`src/rtl/lzx_shift_rx.sv`:
```
// Serial-in/parallel-out frame receiver: start bit, WIDTH data bits, stop bit, VALID/ACK output.
// Optional even-parity bit and PERR output are enabled with `define LZX_SHIFT_RX_PARITY_EN.
module lzx_shift_rx #(
  parameter int WIDTH     = 4,
  parameter bit LSB_FIRST = 1'b1
) (
  input  logic             CLK,
  input  logic             MR,
  input  logic             SIN,
  input  logic             SEN,
  input  logic             ACK,
  output logic [WIDTH-1:0] Q,
  output logic             VALID,
  output logic             BUSY,
  output logic             OVR,
  output logic             FERR
`ifdef LZX_SHIFT_RX_PARITY_EN
  ,
  output logic             PERR
`endif
);

  localparam int CW = $clog2(WIDTH);

  typedef enum logic [1:0] {
    ST_IDLE = 2'd0,
    ST_DATA = 2'd1,
    ST_PAR  = 2'd2,
    ST_STOP = 2'd3
  } state_e;

  state_e           state_q, state_d;
  logic [CW-1:0]    cnt_q,   cnt_d;
  logic [WIDTH-1:0] sr_q,    sr_d;
  logic [WIDTH-1:0] q_q,     q_d;
  logic             valid_q, valid_d;
  logic             ovr_q,   ovr_d;
  logic             ferr_q,  ferr_d;
`ifdef LZX_SHIFT_RX_PARITY_EN
  logic             par_q,   par_d;
  logic             perr_q,  perr_d;
`endif

  logic             ack_take;
  logic             parity_ok;
  logic [WIDTH-1:0] sr_shifted;

  assign ack_take = ACK && valid_q;

  // Shift direction decides whether the first data bit ends up in Q[0] or Q[WIDTH-1].
  always_comb begin
    if (LSB_FIRST) sr_shifted = {SIN, sr_q[WIDTH-1:1]};
    else           sr_shifted = {sr_q[WIDTH-2:0], SIN};
  end

`ifdef LZX_SHIFT_RX_PARITY_EN
  assign parity_ok = ~par_q;
`else
  assign parity_ok = 1'b1;
`endif

  always_comb begin
    // NOTE: every signal gets a default first so no path leaves it unassigned (no latches).
    state_d = state_q;
    cnt_d   = cnt_q;
    sr_d    = sr_q;
    q_d     = q_q;
    valid_d = valid_q;
    ovr_d   = ovr_q;
    ferr_d  = 1'b0;
`ifdef LZX_SHIFT_RX_PARITY_EN
    par_d   = par_q;
    perr_d  = 1'b0;
`endif

    // The consumer's ACK is applied first; a word landing on the same edge overrides VALID below.
    if (ack_take) begin
      valid_d = 1'b0;
      ovr_d   = 1'b0;
    end

    unique case (state_q)
      ST_IDLE: begin
        if (SEN && !SIN) begin
          state_d = ST_DATA;
          cnt_d   = '0;
`ifdef LZX_SHIFT_RX_PARITY_EN
          par_d   = 1'b0;
`endif
        end
      end

      ST_DATA: begin
        if (SEN) begin
          sr_d  = sr_shifted;
          cnt_d = cnt_q + 1'b1;
`ifdef LZX_SHIFT_RX_PARITY_EN
          par_d = par_q ^ SIN;
          if (cnt_q == CW'(WIDTH - 1)) state_d = ST_PAR;
`else
          if (cnt_q == CW'(WIDTH - 1)) state_d = ST_STOP;
`endif
        end
      end

      ST_PAR: begin
        if (SEN) begin
`ifdef LZX_SHIFT_RX_PARITY_EN
          par_d = par_q ^ SIN;
`endif
          state_d = ST_STOP;
        end
      end

      ST_STOP: begin
        if (SEN) begin
          state_d = ST_IDLE;
          if (!SIN) begin
            ferr_d = 1'b1;
          end else if (parity_ok) begin
            q_d     = sr_q;
            valid_d = 1'b1;
            // Overwriting an unconsumed word is an overrun unless it is being acknowledged now.
            if (valid_q && !ACK) ovr_d = 1'b1;
          end else begin
`ifdef LZX_SHIFT_RX_PARITY_EN
            perr_d = 1'b1;
`endif
          end
        end
      end

      default: state_d = ST_IDLE;
    endcase
  end

  always_ff @(posedge CLK or negedge MR) begin
    if (!MR) begin
      state_q <= ST_IDLE;
      cnt_q   <= '0;
      sr_q    <= '0;
      q_q     <= '0;
      valid_q <= 1'b0;
      ovr_q   <= 1'b0;
      ferr_q  <= 1'b0;
`ifdef LZX_SHIFT_RX_PARITY_EN
      par_q   <= 1'b0;
      perr_q  <= 1'b0;
`endif
    end else begin
      // NOTE: non-blocking assignments so every flop samples the pre-edge values.
      state_q <= state_d;
      cnt_q   <= cnt_d;
      sr_q    <= sr_d;
      q_q     <= q_d;
      valid_q <= valid_d;
      ovr_q   <= ovr_d;
      ferr_q  <= ferr_d;
`ifdef LZX_SHIFT_RX_PARITY_EN
      par_q   <= par_d;
      perr_q  <= perr_d;
`endif
    end
  end

  assign Q     = q_q;
  assign VALID = valid_q;
  assign BUSY  = (state_q != ST_IDLE);
  assign OVR   = ovr_q;
  assign FERR  = ferr_q;
`ifdef LZX_SHIFT_RX_PARITY_EN
  assign PERR  = perr_q;
`endif

endmodule

```
`config.mk`:
```
export PLATFORM = sky130hd
export DESIGN_NAME = lzx_shift_rx
export DESIGN_NICKNAME = d
export VERILOG_FILES = /design/src/rtl/lzx_shift_rx.sv
export SDC_FILE = /design/constraint.sdc
export NUM_CORES = 1
export LEC_CHECK = 0
export CAP_MARGIN = 20
export CORE_UTILIZATION = 50
export CTS_CLUSTER_SIZE = 14
export DETAILED_ROUTE_END_ITERATION = 16
export PLACE_DENSITY = 0.77
export RECOVER_POWER = 50
export SLEW_MARGIN = 20
export SYNTH_ARGS = -nofsm -noshare
export SYNTH_HDL_FRONTEND = slang
export SYNTH_SLANG_ARGS = --single-unit
```
`constraint.sdc`:
```
create_clock -name CLK -period 5.2 [get_ports CLK]
set_clock_uncertainty 0.2 [all_clocks]
set_input_delay 0.52 -clock CLK [delete_from_list [all_inputs] [get_ports CLK]]
set_output_delay 0.52 -clock CLK [all_outputs]
set_load 0.01 [all_outputs]
```
== Word level (Yosys, flattened, before mapping) ==
Index checks and enable logic that the tools add are counted.

* Register bits: 15
* Bits in latches: 0
* Bits in writable memories: 0
* ROM bits: 0
* Output and inout port bits: 8
* Logic and storage cells: 50
* Memories: 0

* $add $sub $neg: 1
* Multiply operators: 0
* Divide/modulo/power cells: 0
* Magnitude comparators: 0
* Equality and inequality tests: 9
* Shift-type cells: 0
* Multiplexer cells: 21
* Bitwise gates (word level): 0
* Reduce and logical (&&, ||, !) cells: 12

{| class="wikitable"
|+ Operators by type and width
! operator !! count
|-
| $mux W2 || 7
|-
| $mux W1 || 12
|-
| $ne A2 B2 Y1 const B || 5
|-
| $pmux W2 S4 || 1
|-
| $eq A2 B2 Y1 const B || 3
|-
| $reduce_and A3 Y1 || 2
|-
| $reduce_and A5 Y1 || 1
|-
| $pmux W2 S2 || 1
|-
| $reduce_bool A2 Y1 || 2
|-
| $logic_and A1 B1 Y1 || 3
|-
| $add A2 B1 Y2 const B || 1
|-
| $eq A2 B1 Y1 const B || 1
|-
| $logic_not A1 Y1 || 2
|-
| $logic_not A2 Y1 || 1
|-
| $reduce_and A2 Y1 || 1
|}

== Logic depth before layout (Yosys ltp) ==
* Depth after elaboration: 6
* Gate-level depth with buffers: 5
* Depth with buffers taken out: 5

== Worst setup path before layout ==
Ideal clock, no wire load.

* Kind: register -> register
* From: register state_q[0]
* To: register state_q[1]
* Data arrival time: 1.395 ns
* Slack: 3.480 ns
* Cell stages (with the launch flop): 6
* Path buffers: 0
* Cell sequence: dfrtp_1 inv_1 ha_1 nor4_2 o221ai_2 mux2_4

* Longest elaborated chain between the ends: 3
* Elaborated cells on any way between the ends: 11

{| class="wikitable"
|+ Ends and longest elaborated chain
! item !! line !! source
|-
| start: declaration || 32 || <nowiki>state_e state_q, state_d;</nowiki>
|-
| start signal: assignment || 152 || <nowiki>state_q <= state_d;</nowiki>
|-
| $eq A2 B1 Y1 (tied with other cells) || 82 || <nowiki>unique case (state_q)</nowiki>
|-
| $ne A2 B2 Y1 (no source line) || - ||
|-
| $reduce_and A5 Y1 (no source line) || - ||
|}

Several ways; a longest one is shown, not always the timed one.
A chain may end at the register's enable or synchronous reset.

== Final worst setup path ==
* From: register state_q[0]
* To: output BUSY

* Longest elaborated chain between the ends: 1

{| class="wikitable"
|+ Ends and longest elaborated chain
! item !! line !! source
|-
| $reduce_bool A2 Y1 || 168 || <nowiki>assign BUSY = (state_q != ST_IDLE);</nowiki>
|-
| end: declaration || 14 || <nowiki>output logic BUSY,</nowiki>
|}

Every way passes these cells.

==> impl_results.md <==
* Lkg Pwr at just under 0.4 nW
* FMAX at 428 MHz
* Post-synthesis sequential area ratio at 55.0%
* Synth unique cells at 16
* # Post-CTS Setup Buffers at 0
* Post-CTS Resized at 0
* Slew margin rel. at a little under three fifths
* RSZ-0062 raised after global routing: false
* NumNets Final at around 80
* Crit Path Max Fanout at 5
* RR Endpoint: state_q[1]
* GRT overflow at 0
* Pwr Density at ~580 nW/um^2
* Largest net degree at the start of global routing at 16
* Post-synth top cells: 15 x dfrtp_1, 9 x mux2_2, 6 x ha_1
* Min Clock Period, post-route at ~2.3 ns
* Global-route wire length before repair at about 1.8 mm
* Setup_tns at 0 ns
* R2R cell count at 5
* Core ar. at roughly 1200 sq um
* Status: finished clean
* Gr usage total at 18.3%
* WL final at roughly 1.1 mm
* Worst-margin pin slew at 0.654 ns
* Per-cell routed wire length at around 13 um
* Clock buffer depth at 2
* Final setup vio count at 0
* Routability cong. at 0.686
* Leading area contributor after synthesis: dfrtp_1
* Clk sink count at 15
* CP max stage cell: clkdlybuf4s50_1
* Min-delay worst type: register to register
* TritonCTS clock tree: built
* Yosys warns at 0
* Worst Setup End Kind: primary output
* Top cell type's share of synthesized area at 55.0%
* Cts hold-fix bufs at 0
* Number of I/O port buffers at 12
* Top delay family on crit path: buffers and inverters
* Buffers and inverters on the worst path at 3
* Final core utilization at just over 70%
* Inserted Clock Buffers at 3
* First drt pass iteration count at 2
* Final count of pins violating max slew at 0
* Ranking of synthesized cells by area: dfrtp_1 55%, mux2_2 15%, ha_1 11%
* Via count at slightly above 400
* CP Depth at 4
* Number of global-route vias before repair at slightly below 400
* Clk_lat worst skew at between 0.2 and 0.3 ns
* RR Startpoint: state_q[0]
* Placed cell count at between 70 and 80
* MaxCap Viol Count at 0
* Synth Cell Area at ~700 sq um
* H-Tree Depth at 1
* # IOs at 13
* # diodes at 0
* Crit-path most repeated cell: inv_1
* Initial antenna violation count at 0
* Gate Count Post-Synth at 50
* Yosys reg bits at 15
* CP Data Arrival Time at about 1.6 ns
* Non-Filler Instances at 80
* Vias per cell at 5.05
* Fillers at between 70 and 80
* DP Wirelength at roughly 850 um
* P&R area growth vs syn at 24.0%
* Share of cells above drive strength 1 at between 20% and 30%
* Root Buffer: clkbuf_4
* Die W at between 30 and 40 um
* HP Start: VALID
* Die area at roughly 1500 sq um
* Initial core utilization at between 50% and 60%
* Async SR Flop Fraction at between 90% and 100%
* Iteration-0 DRC Markers at 1
* Element type at the critical path start: register
* DIE HEIGHT at around 39 um
* CP required at between 4 and 5 ns
* Clock slew at reported path FFs at about 0.09 ns
* Crit share post-route at around 45%
* Routed Antenna Nets at 0
* R2R Setup Slk at 3.39 ns
* Hold Path Depth at 1
* Number of synthesized flops with an enable pin at 0
* Mean Syn Cell Area at roughly 14 sq um
* Syn Nets at 61
* CP peak stage delay at between 0.5 and 0.6 ns
* WS Path Type: register to primary output
* Most used DFF post-synth: dfrtp_1
* Most frequent cell after synthesis: dfrtp_1
* Row cnt at 12
* Drt drc at 0
* Peak supply drop at around 370 uV
* CP Cell Sequence: inv_1 -> ha_1 -> inv_1 -> clkdlybuf4s50_1
* Final Hold Viols at 0
metrics by stage:
| step | power [mW] | instance area, sq um | setup WS (ns) | hold WS (ns) |
|---|---|---|---|---|
| finish | 0.493 | 846 | 2.86 | 0.268 |
| global route | 0.533 | 846 | 2.77 | 0.287 |
| CTS | 0.501 | 846 | 2.84 | 0.280 |
| detailed placement | 0.436 | 820 | 3.16 | 0.273 |
| global placement | 0.425 | 820 | 3.19 | 0.258 |
| floorplan | 0.350 | 682 | 3.48 | 0.0244 |
placed cells by master (no fill, tap or decap):
master and count:
nor4_2 1, o211ai_1 1, o221ai_2 1, o21ai_0 1, dfrtp_1 15, mux2i_1 1
nand2_1 3, inv_1 5, a21oi_1 1, a2bb2oi_1 1, clkbuf_1 1, clkdlybuf4s50_1 10
nor2_1 2, a22o_1 1, mux2_4 1, clkbuf_4 3, dlygate4sd3_1 2, ha_1 6
mux2_2 9, nand3_1 1
area by class of cell:
| type | instances | area, sq um | area share, % |
|---|---|---|---|
| clock buffer | 4 | 26.3 | 3.11 |
| timing repair buffer | 12 | 120 | 14.2 |
| multi-input combinational | 30 | 288 | 34.0 |
| tap | 14 | 17.5 | 2.07 |
| sequential | 15 | 375 | 44.4 |
| inverter | 5 | 18.8 | 2.22 |
sequential cells by signal, indices dropped and copies added, names as in the netlist, named ones only:
signal / count
Q: 4
sr_q: 4
state_q: 2
FERR: 1
VALID: 1
cnt_q: 2
layer usage:
| layer | vias to the layer above | GRT usage, % | share of wire [%] |
|---|---|---|---|
| met3 | 2 | 5.20 | 3.5 |
| met4 | 0 | 5.17 | 0.85 |
| met1 | 186 | 22.6 | 46 |
| met2 | 10 | 30.8 | 49 |
| met5 | - | 0 | 0 |
| li1 | 206 | - | - |
where the power goes:
| part | internal (mW) | leakage, nW | switching, mW |
|---|---|---|---|
| logic | 0.133 | 0.192 | 0.0914 |
| clock network | 0.0297 | 0.0150 | 0.0338 |
| registers | 0.170 | 0.183 | 0.0347 |
| total | 0.333 | 0.390 | 0.160 |
logic make-up after synthesis:
kind of cell / synth area share, %
AND/OR/NAND/NOR: 5.32
flip-flops: 55.0
buffers and inverters: 2.75
AO/OA/AOI/OAI: 7.34
adder cells (fa/ha/maj): 11.0
multiplexers: 18.5
worst max-delay path by stage:
stage                     from  slack [ns]         end
floorplan           state_q[0]        3.48  state_q[1]
global placement           SIN        3.19        Q[0]
detailed placement  state_q[0]        3.16        BUSY
CTS                 state_q[0]        2.84        BUSY
global route        state_q[0]        2.77        BUSY
finish              state_q[0]        2.86        BUSY
No activity file was read; power rests on OpenSTA's default activity.
